==> config.mk <==
export PLATFORM = sky130hd
export DESIGN_NAME = dmem_wait_responder
export DESIGN_NICKNAME = d
export VERILOG_FILES = /design/src/rtl/dmem_wait_responder.sv
export SDC_FILE = /design/constraint.sdc
export NUM_CORES = 2
export LEC_CHECK = 0
export BUFFER_PORTS_ARGS = -buffer_cell sky130_fd_sc_hd__buf_2
export CORE_AREA = 8 8 529 531
export CTS_CLUSTER_SIZE = 12
export DETAILED_ROUTE_END_ITERATION = 16
export DIE_AREA = 0 0 537 539
export SETUP_SLACK_MARGIN = 0.15
export SLEW_MARGIN = 20
export SYNTH_ARGS = -nofsm -noshare
export SYNTH_HDL_FRONTEND = slang
export SYNTH_SLANG_ARGS = --single-unit
export TNS_END_PERCENT = 30
==> constraint.sdc <==
create_clock -name clk -period 4.19 [get_ports clk]
set_input_delay 0.2095 -clock clk [delete_from_list [all_inputs] [get_ports clk]]
set_output_delay 0.2095 -clock clk [all_outputs]
set_load 0.005 [all_outputs]
==> src/rtl/dmem_wait_responder.sv <==
// dmem_wait_responder
//   Multi-cycle data-memory responder for the CPU data-side request/ready
//   handshake. Each transaction is a single word read or write. The block
//   inserts WAIT_CYCLES wait states, then pulses ready for one cycle.
//   Addresses at or beyond DEPTH_WORDS*4 are flagged with err. Out-of-range
//   writes are dropped, and out-of-range reads return zero.
//
// Optional build macro: DMEM_BYTE_EN_EN
//   Adds the be[3:0] byte-enable input. Writes then update only the enabled
//   bytes. Without the macro, every write updates the full word.
//
// Ports
//   clk    in   1   system clock, rising edge
//   reset  in   1   asynchronous active-low reset
//   req    in   1   request strobe, sampled only while idle
//   we     in   1   1 = write, 0 = read, captured with req
//   a      in   32  byte address (a[1:0] ignored)
//   wd     in   32  write data, captured with req
//   be     in   4   byte enables (only with DMEM_BYTE_EN_EN)
//   rd     out  32  read data, valid with ready, held until the next read response
//   ready  out  1   one-cycle completion pulse
//   err    out  1   out-of-range flag, only together with ready
//   busy   out  1   high from acceptance through the ready cycle
module dmem_wait_responder #(
  parameter int DEPTH_WORDS = 64,
  parameter int WAIT_CYCLES = 2
) (
  input  logic        clk,
  input  logic        reset,
  input  logic        req,
  input  logic        we,
  input  logic [31:0] a,
  input  logic [31:0] wd,
`ifdef DMEM_BYTE_EN_EN
  input  logic [3:0]  be,
`endif
  output logic [31:0] rd,
  output logic        ready,
  output logic        err,
  output logic        busy
);

  localparam int          AW         = $clog2(DEPTH_WORDS);
  localparam logic [31:0] ADDR_LIMIT = 32'(DEPTH_WORDS * 4);
  localparam logic [3:0]  WAIT_INIT  = (WAIT_CYCLES > 0) ? 4'(WAIT_CYCLES - 1) : 4'd0;

  typedef enum logic [1:0] {
    ST_IDLE = 2'd0,
    ST_WAIT = 2'd1,
    ST_RESP = 2'd2
  } state_t;

  state_t      state_r;
  state_t      next_state_s;
  logic [3:0]  cnt_r;
  logic        we_r;
  logic [31:0] a_r;
  logic [31:0] wd_r;
  logic [31:0] rd_r;
  logic        ready_r;
  logic        err_r;
  logic        busy_r;

  logic [31:0] mem_r [DEPTH_WORDS];

  logic        sel_we_s;
  logic [31:0] sel_a_s;
  logic [31:0] sel_wd_s;
  logic [3:0]  sel_be_s;
  logic [AW-1:0] idx_s;
  logic        oor_s;
  logic        enter_resp_s;
  logic        wr_en_s;

`ifdef DMEM_BYTE_EN_EN
  logic [3:0]  be_r;
  assign sel_be_s = (state_r == ST_IDLE) ? be : be_r;
`else
  assign sel_be_s = 4'b1111;
`endif

  // While idle, use the live inputs so that a zero-wait transaction can respond on its accepting edge.
  always_comb begin
    sel_we_s = we_r;
    sel_a_s  = a_r;
    sel_wd_s = wd_r;
    if (state_r == ST_IDLE) begin
      sel_we_s = we;
      sel_a_s  = a;
      sel_wd_s = wd;
    end else begin
      sel_we_s = we_r;
      sel_a_s  = a_r;
      sel_wd_s = wd_r;
    end
  end

  assign idx_s = sel_a_s[AW+1:2];
  assign oor_s = (sel_a_s >= ADDR_LIMIT);

  // Next-state decode. WAIT always lasts exactly WAIT_CYCLES cycles.
  always_comb begin
    next_state_s = state_r;
    case (state_r)
      ST_IDLE: begin
        if (req) begin
          next_state_s = (WAIT_CYCLES > 0) ? ST_WAIT : ST_RESP;
        end else begin
          next_state_s = ST_IDLE;
        end
      end
      ST_WAIT: begin
        if (cnt_r == 4'd0) begin
          next_state_s = ST_RESP;
        end else begin
          next_state_s = ST_WAIT;
        end
      end
      ST_RESP: next_state_s = ST_IDLE;
      default: next_state_s = ST_IDLE;
    endcase
  end

  // The response (read data, write commit, ready and err) happens on the edge that enters RESP.
  // This lets the registered outputs and the array update line up with the ready cycle.
  assign enter_resp_s = (next_state_s == ST_RESP);
  // Gating with reset keeps a write from committing while reset is held.
  assign wr_en_s      = enter_resp_s & sel_we_s & ~oor_s & reset;

  // Array write port. Reset deliberately leaves the contents untouched.
  always_ff @(posedge clk) begin
    if (wr_en_s) begin
      for (int i = 0; i < 4; i++) begin
        if (sel_be_s[i]) begin
          mem_r[idx_s][8*i +: 8] <= sel_wd_s[8*i +: 8];
        end
      end
    end
  end

  // Control FSM: request capture, wait counter and registered outputs.
  always_ff @(posedge clk or negedge reset) begin
    if (!reset) begin
      state_r <= ST_IDLE;
      cnt_r   <= 4'd0;
      we_r    <= 1'b0;
      a_r     <= 32'd0;
      wd_r    <= 32'd0;
`ifdef DMEM_BYTE_EN_EN
      be_r    <= 4'd0;
`endif
      rd_r    <= 32'd0;
      ready_r <= 1'b0;
      err_r   <= 1'b0;
      busy_r  <= 1'b0;
    end else begin
      state_r <= next_state_s;
      busy_r  <= (next_state_s != ST_IDLE);
      ready_r <= enter_resp_s;
      err_r   <= enter_resp_s & oor_s;
      if ((state_r == ST_IDLE) && req) begin
        we_r  <= we;
        a_r   <= a;
        wd_r  <= wd;
`ifdef DMEM_BYTE_EN_EN
        be_r  <= be;
`endif
        cnt_r <= WAIT_INIT;
      end else if ((state_r == ST_WAIT) && (cnt_r != 4'd0)) begin
        cnt_r <= cnt_r - 4'd1;
      end
      // A write response leaves rd holding the last read data.
      if (enter_resp_s && !sel_we_s) begin
        rd_r <= oor_s ? 32'd0 : mem_r[idx_s];
      end
    end
  end

  assign rd    = rd_r;
  assign ready = ready_r;
  assign err   = err_r;
  assign busy  = busy_r;

endmodule

# After elaboration in Yosys (flattened, before gate mapping)
# Memories as Yosys holds them, arrays and structs flattened.
# Index checks and enable logic that the tools add are counted.
# totals
n_memories	1
ramBits	2048
ff_bits	106
inputBits	68
# op_classes
bitwise	5
n_mux	11
n_reduce_logical	9
n_eq_ne	2
n_addsub	1
n_lt_le_gt_ge	1
# mem_list
name	words	width	rd	rd_clocked_by_memory_dff	write_ports	line_no	rtl
mem_r	64	32	1	0	1	64	logic [31:0] mem_r [DEPTH_WORDS];
# op_table
op	count
2-to-1 mux 32 bit	3
>= comparator 32 x 9 -> 1 bit, second input constant	1
2-to-1 mux 4 bit	2
bitwise AND 1 bit	4
zero test 4 bit	1
2-to-1 mux 1 bit	4
one-hot mux 2 bit (2 select lines)	1
nonzero test 2 bit	2
nonzero test 4 bit	1
subtractor 4 x 1 -> 4 bit, second input constant	1
logical AND 1 bit	3
== test 2 x 1 -> 1 bit, second input constant	1
== test 2 bit, second input constant	1
zero test 2 bit	1
2-to-1 mux 2 bit	1
zero test 1 bit	1
NOT 1 bit	1

# Logic depth before layout (Yosys ltp)
# logic_depth
depth_word	9
mapped_depth	13
ltp_nobuf	8

# Worst setup path before layout
# Ideal clock, no wire load.
# synth_path
path_type	register -> register
start	register state_r[0]
end	memory mem_r[0][0], enable pin
path_stages_with_launch	12
setup_slack_ns	0.265
setup_time_ns	0.421
arrival_ns	3.503
period_less_slack_ns	3.925
cell_sequence	dfrtp_1 -> buf_4 -> or2_1 -> buf_2 -> buf_6 -> nor3_2 -> nand3_1 -> a22o_1 -> nor4bb_1 -> clkbuf_1 -> nand3_1 -> nor2_1
# synth_between
elab_chain_cells	8
word_cells_on_any_way	13
# synth_rtl
element	line_no	rtl
from (decl)	53	state_t state_r;
from (signal assigned)	157	state_r <= next_state_s;
zero test 2 bit or == test 2 x 1 -> 1 bit (tied branches)	87, 104	
2-to-1 mux 32 bit or one-hot mux 2 bit (2 select lines) (tied branches)	87, 104	
>= comparator 32 x 9 -> 1 bit or == test 2 bit (tied branches)	99, 126	
NOT 1 bit or bitwise AND 1 bit (tied branches)	128	assign wr_en_s = enter_resp_s & sel_we_s & ~oor_s & reset;
bitwise AND 1 bit (2 in series)	128	
2-to-1 mux 1 bit	132	if (wr_en_s) begin
2-to-1 mux 1 bit (implied by the code)	135	mem_r[idx_s][8*i +: 8] <= sel_wd_s[8*i +: 8];
to (decl)	64	
# Parallel ways exist; a longest one is shown, timed or not.

# Final worst setup path
# layout_path
start	register state_r[0]
end	register rd_r[2] (netlist: rd[2])
# layout_between
elab_chain_cells	4
word_cells_on_any_way	11
# layout_rtl
element	line_no	rtl
zero test 2 bit or == test 2 x 1 -> 1 bit (tied branches)	87, 104	
2-to-1 mux 32 bit (tied with other cells)	87	if (state_r == ST_IDLE) begin
>= comparator 32 x 9 -> 1 bit (tied with other cells)	99	assign oor_s = (sel_a_s >= ADDR_LIMIT);
2-to-1 mux 32 bit or logical AND 1 bit (tied branches)	174, 173	
to (signal assigned)	174	rd_r <= oor_s ? 32'd0 : mem_r[idx_s];
to (decl)	59	logic [31:0] rd_r;
# Parallel ways exist; a longest one is shown, timed or not.
# A chain may end at the register's enable or synchronous reset.

==> results.rst <==
.. list-table::
   :header-rows: 1

   * - Metric
     - Value
   * - Result of the run
     - finished clean
   * - Part of the power in registers
     - 41.4%
   * - Chip Width
     - roughly 540 um
   * - Number of input and output port buffers inserted
     - 100
   * - Worst reg2reg endpoint
     - rd[2]
   * - Sum of negative setup slack
     - 0 ps
   * - CTS Buf Count
     - about 210
   * - Mapped Cells
     - 5464
   * - Classification of the worst setup path
     - flip-flop to flip-flop
   * - Number of buffers and inverters on the critical path
     - 2
   * - Layout Area Growth over Synthesis
     - 19.8%
   * - DR DRC count
     - 0
   * - Overall global routing resource usage
     - 18.6%
   * - Launch point of the critical path
     - state_r[0]
   * - Sw power
     - 25.3 mW
   * - Reg-to-reg startpoint
     - state_r[0]
   * - Category of the worst setup path launch point
     - flip-flop
   * - Synth Area in Adders
     - less than 1%
   * - End point of the critical path
     - rd[2]
   * - Sequential fraction of the synthesis area
     - roughly four fifths
   * - Global-route wire length before repair
     - 388000 um
   * - TritonCTS sink count
     - 2152
   * - Max VDD drop
     - 0.525 mV
   * - Clock tree from TritonCTS
     - built
   * - Number of H-tree branching levels
     - 4
   * - Flops & latches, synth
     - roughly 2200
   * - Cell area after synthesis
     - 80800 um^2
   * - Critical path data arrival time
     - approximately 4600 ps
   * - Clk pin slew, worst setup/hold paths
     - 60 ps
   * - Detailed placer's ending HPWL
     - 164000 um
   * - Post-synthesis simple-gate area fraction
     - 10.0%
   * - Count of pins over their slew limit
     - 0
   * - Last weighted congestion value of the routability-driven placer
     - 0.851
   * - Required time at the endpoint of the critical path
     - 5010 ps
   * - Max-cap violations
     - 0
   * - Final Hold Viols
     - 0
   * - Post-route minimum period
     - between 3000 and 4000 ps
   * - Area of the die
     - 289000 um^2
   * - Period utilisation layout
     - 89.2%
   * - Number of enable-type register cells in the synthesized netlist
     - 2048
   * - Total Power
     - roughly 70 mW
   * - Most used DFF post-synth
     - edfxtp_1
   * - Setup repair after global routing missed its margin
     - no
   * - Initial DRC count
     - 7694
   * - Worst R2R Path Depth
     - 9
   * - Mux contribution to synthesized area
     - 1.17%
   * - Leakage
     - 31.7 nW
   * - Core Region
     - 272000 um^2
   * - Crit-path cells
     - o21ba_1 > a22oi_4 > buf_4 > o22ai_1 > nor4_1 > buf_4 > nor2_1 > nor4_1 > a22o_1
   * - Maximum achievable frequency
     - between 200 and 300 MHz
   * - Die height
     - around 540 um
   * - Total number of vias
     - 53089
   * - Number of fill cells in the layout
     - between 20000 and 30000
   * - Library cell occupying the most area in the post-synthesis netlist
     - edfxtp_1
   * - Via count of the first global-routing pass
     - between 50000 and 60000
   * - Initial Util
     - 29.7%
   * - Netlist cell types
     - 58
   * - Fraction of layout cells with a size suffix above 1
     - 14.3%
   * - Worst-path cell with the longest stage delay
     - a22oi_4
   * - Net count of the finished layout
     - 5947
   * - Clock Path Buffers
     - 3
   * - Worst hold path type
     - input pin to flip-flop
   * - Setup-violating endpoint count in the final report
     - 0
   * - Final Skew
     - 99.8 ps
   * - GRT overflow
     - 0
   * - Routed length per instance
     - 28.9 um
   * - Critical path depth
     - 9
   * - Number of iterations in the first detailed-routing pass
     - 7
   * - Root cell of the clock tree
     - clkbuf_16
   * - Cell-internal power
     - 43.5 mW
   * - Cell row count
     - 192
   * - Power density normalized to cell area
     - 710 nW/um^2
   * - Endpoint class of the critical path
     - flip-flop
   * - Number of ports placed on the die boundary
     - a little over 100
   * - Clk pwr share
     - 26.2%
   * - Post-CTS setup-driven buffer insertion count
     - 0
   * - Maximum number of pins on one net before global-route repair
     - 98
   * - Average size of a mapped cell
     - ~15 um^2
   * - Synthesized-area fraction occupied by ao, oa, aoi and oai cells
     - 7.65%
   * - Slew of the pin with the lowest slew margin
     - 1140 ps
   * - Warnings from Yosys
     - 0
   * - Antenna violations before repair
     - 16
   * - XOR/XNOR Fraction of Synth Area
     - 0.0217%
   * - Headroom to the max-slew limit
     - 23.7%
   * - Top cells by area, synth
     - edfxtp_1 (76%), nand2_1 (5.1%), o22ai_1 (3.7%)
   * - Area share of the largest cell type after synthesis
     - 76.1%
   * - Slowest stage delay, CP
     - 830 ps
   * - Overall routed net length
     - ~280000 um
   * - Share of synthesized registers carrying an async set or reset
     - 4.83%
   * - Synth Net Count
     - 5534
   * - Critical path's top delay family
     - compound AO/OA/AOI/OAI gates
   * - Post-DR vias/cell
     - around 5.5
   * - Largest family of logic cells by synthesized area
     - simple AND/OR/NAND/NOR gates
   * - Critical path fanouts, max
     - 21
   * - Antenna Violating Nets Remaining
     - 0
   * - Combinational fraction of design power
     - between 30 and 40%
   * - Source-to-sink clock delay at the later pin of the worst-skew pair
     - ~880 ps
   * - Setup slack on the worst flop-to-flop path
     - 450 ps
   * - Switching fraction of total power
     - about 37%
[final cells by class]
type | count | area (um^2) | share of cell area [%]
Tap cell | 3589 | 4490 | 4.64
Multi-Input combinational cell | 2977 | 16000 | 16.6
Inverter | 5 | 18.8 | 0.0194
Antenna cell | 9 | 22.5 | 0.0233
Timing Repair Buffer | 527 | 5630 | 5.81
Clock buffer | 338 | 5940 | 6.13
Clock inverter | 54 | 599 | 0.619
Sequential cell | 2152 | 64100 | 66.2
[power groups by stage]
stage	clock network [mW]	registers [mW]	logic, mW
floorplan	0	28.9	11.2
global placement	0	28.9	21.3
detailed placement	0	28.9	21.7
CTS	18.2	28.5	21.8
global route	19.0	28.5	23.3
finish	18.0	28.5	22.3
[flip-flops by register name, summed over array words and instances, names as in the netlist, 2 cells and up]
signal / count
mem_r: 2048
rd: 32
wd_r: 32
cnt_r: 4
a_r: 30
state_r: 2
[Yosys cell counts (67+ instances only)]
cell         n
nand3_1    298
nor4_1      98
mux2i_1     82
nand2_1   1098
buf_1       67
a21oi_1    128
nor2_1     333
a31oi_1    175
clkbuf_1   136
edfxtp_1  2048
nor3_1      68
buf_2      115
dfrtp_1    104
o22ai_1    480
[through the flow]
step / worst slack [ps] / hold slack, ps / util, % / area, um^2 / cells
final: 453 / 125 / 35.6 / 96800 / 9651
after global routing: 282 / 115 / 35.6 / 96800 / 9645
after CTS: 347 / 66.6 / 35.6 / 96800 / 9642
after detailed placement: 347 / 142 / 32.9 / 89600 / 9183
after global placement: 362 / 150 / 32.9 / 89600 / 9183
after floorplan: 265 / -86.1 / - / 80800 / 5464
[worst min-delay path by stage]
stage,startpoint,to,slack [ps],depth (start not counted)
2_1_floorplan,reset,a_r[10],-90,0
3_3_place_gp,reset,wd_r[31],150,1
3_5_place_dp,reset,a_r[29],140,1
4_1_cts,a[23],a_r[23],70,4
5_1_grt,wd[19],wd_r[19],120,4
6_report,wd[17],wd_r[17],120,4
[cell usage in the layout, fill, tap and decap left out, types with 12 or more instances in the layout]
| master | count |
|---|---|
| edfxtp_1 | 2048 |
| nand2_2 | 32 |
| nor2_4 | 64 |
| clkinv_2 | 13 |
| dlygate4sd3_1 | 66 |
| nand2_1 | 1058 |
| nor2_1 | 269 |
| a21oi_1 | 128 |
| buf_2 | 99 |
| nand3_1 | 296 |
| nor4_1 | 96 |
| buf_12 | 140 |
| a32oi_1 | 46 |
| a22oi_1 | 12 |
| buf_4 | 221 |
| a31oi_1 | 175 |
| mux2i_1 | 79 |
| a21boi_0 | 13 |
| clkbuf_8 | 12 |
| a32o_1 | 42 |
| o22ai_1 | 480 |
| clkbuf_1 | 112 |
| nor3_1 | 68 |
| clkbuf_16 | 214 |
| clkinv_1 | 18 |
| dfrtp_1 | 104 |
[cell families (layout without fill, tap and decap cells)]
logic type,after synthesis,after routing
DFF,2152,2152
and+or+nand+nor,1935,1935
AOI/OAI and AO/OA,945,945
buffers and inverters,335,924
muxes,93,93
adders and majority gates,2,2
xor gates and xnor gates,2,2
other,0,9
[worst min-delay path, delay by kind of cell]
family                 cells  cell delay [ps]
buffers and inverters      2              640
and+or+nand+nor            2               90
[per-layer routing]
metal | up-vias | track usage (%) | routed length [um]
met1 | 27327 | 24.9 | 108000
met4 | 8 | 6.37 | 10800
met5 | - | 0 | 48
met3 | 542 | 4.61 | 32300
li1 | 21825 | - | -
met2 | 3387 | 29.5 | 128000
[what timing repair did]
item / 4_1_cts / 5_1_grt
hold buffers: 67 / 0
endpoints found under the hold margin: 195 / 0
setup endpoints to repair: 0 / 1
resized for setup: 0 / 1
Power figures use the tool's default switching activity.
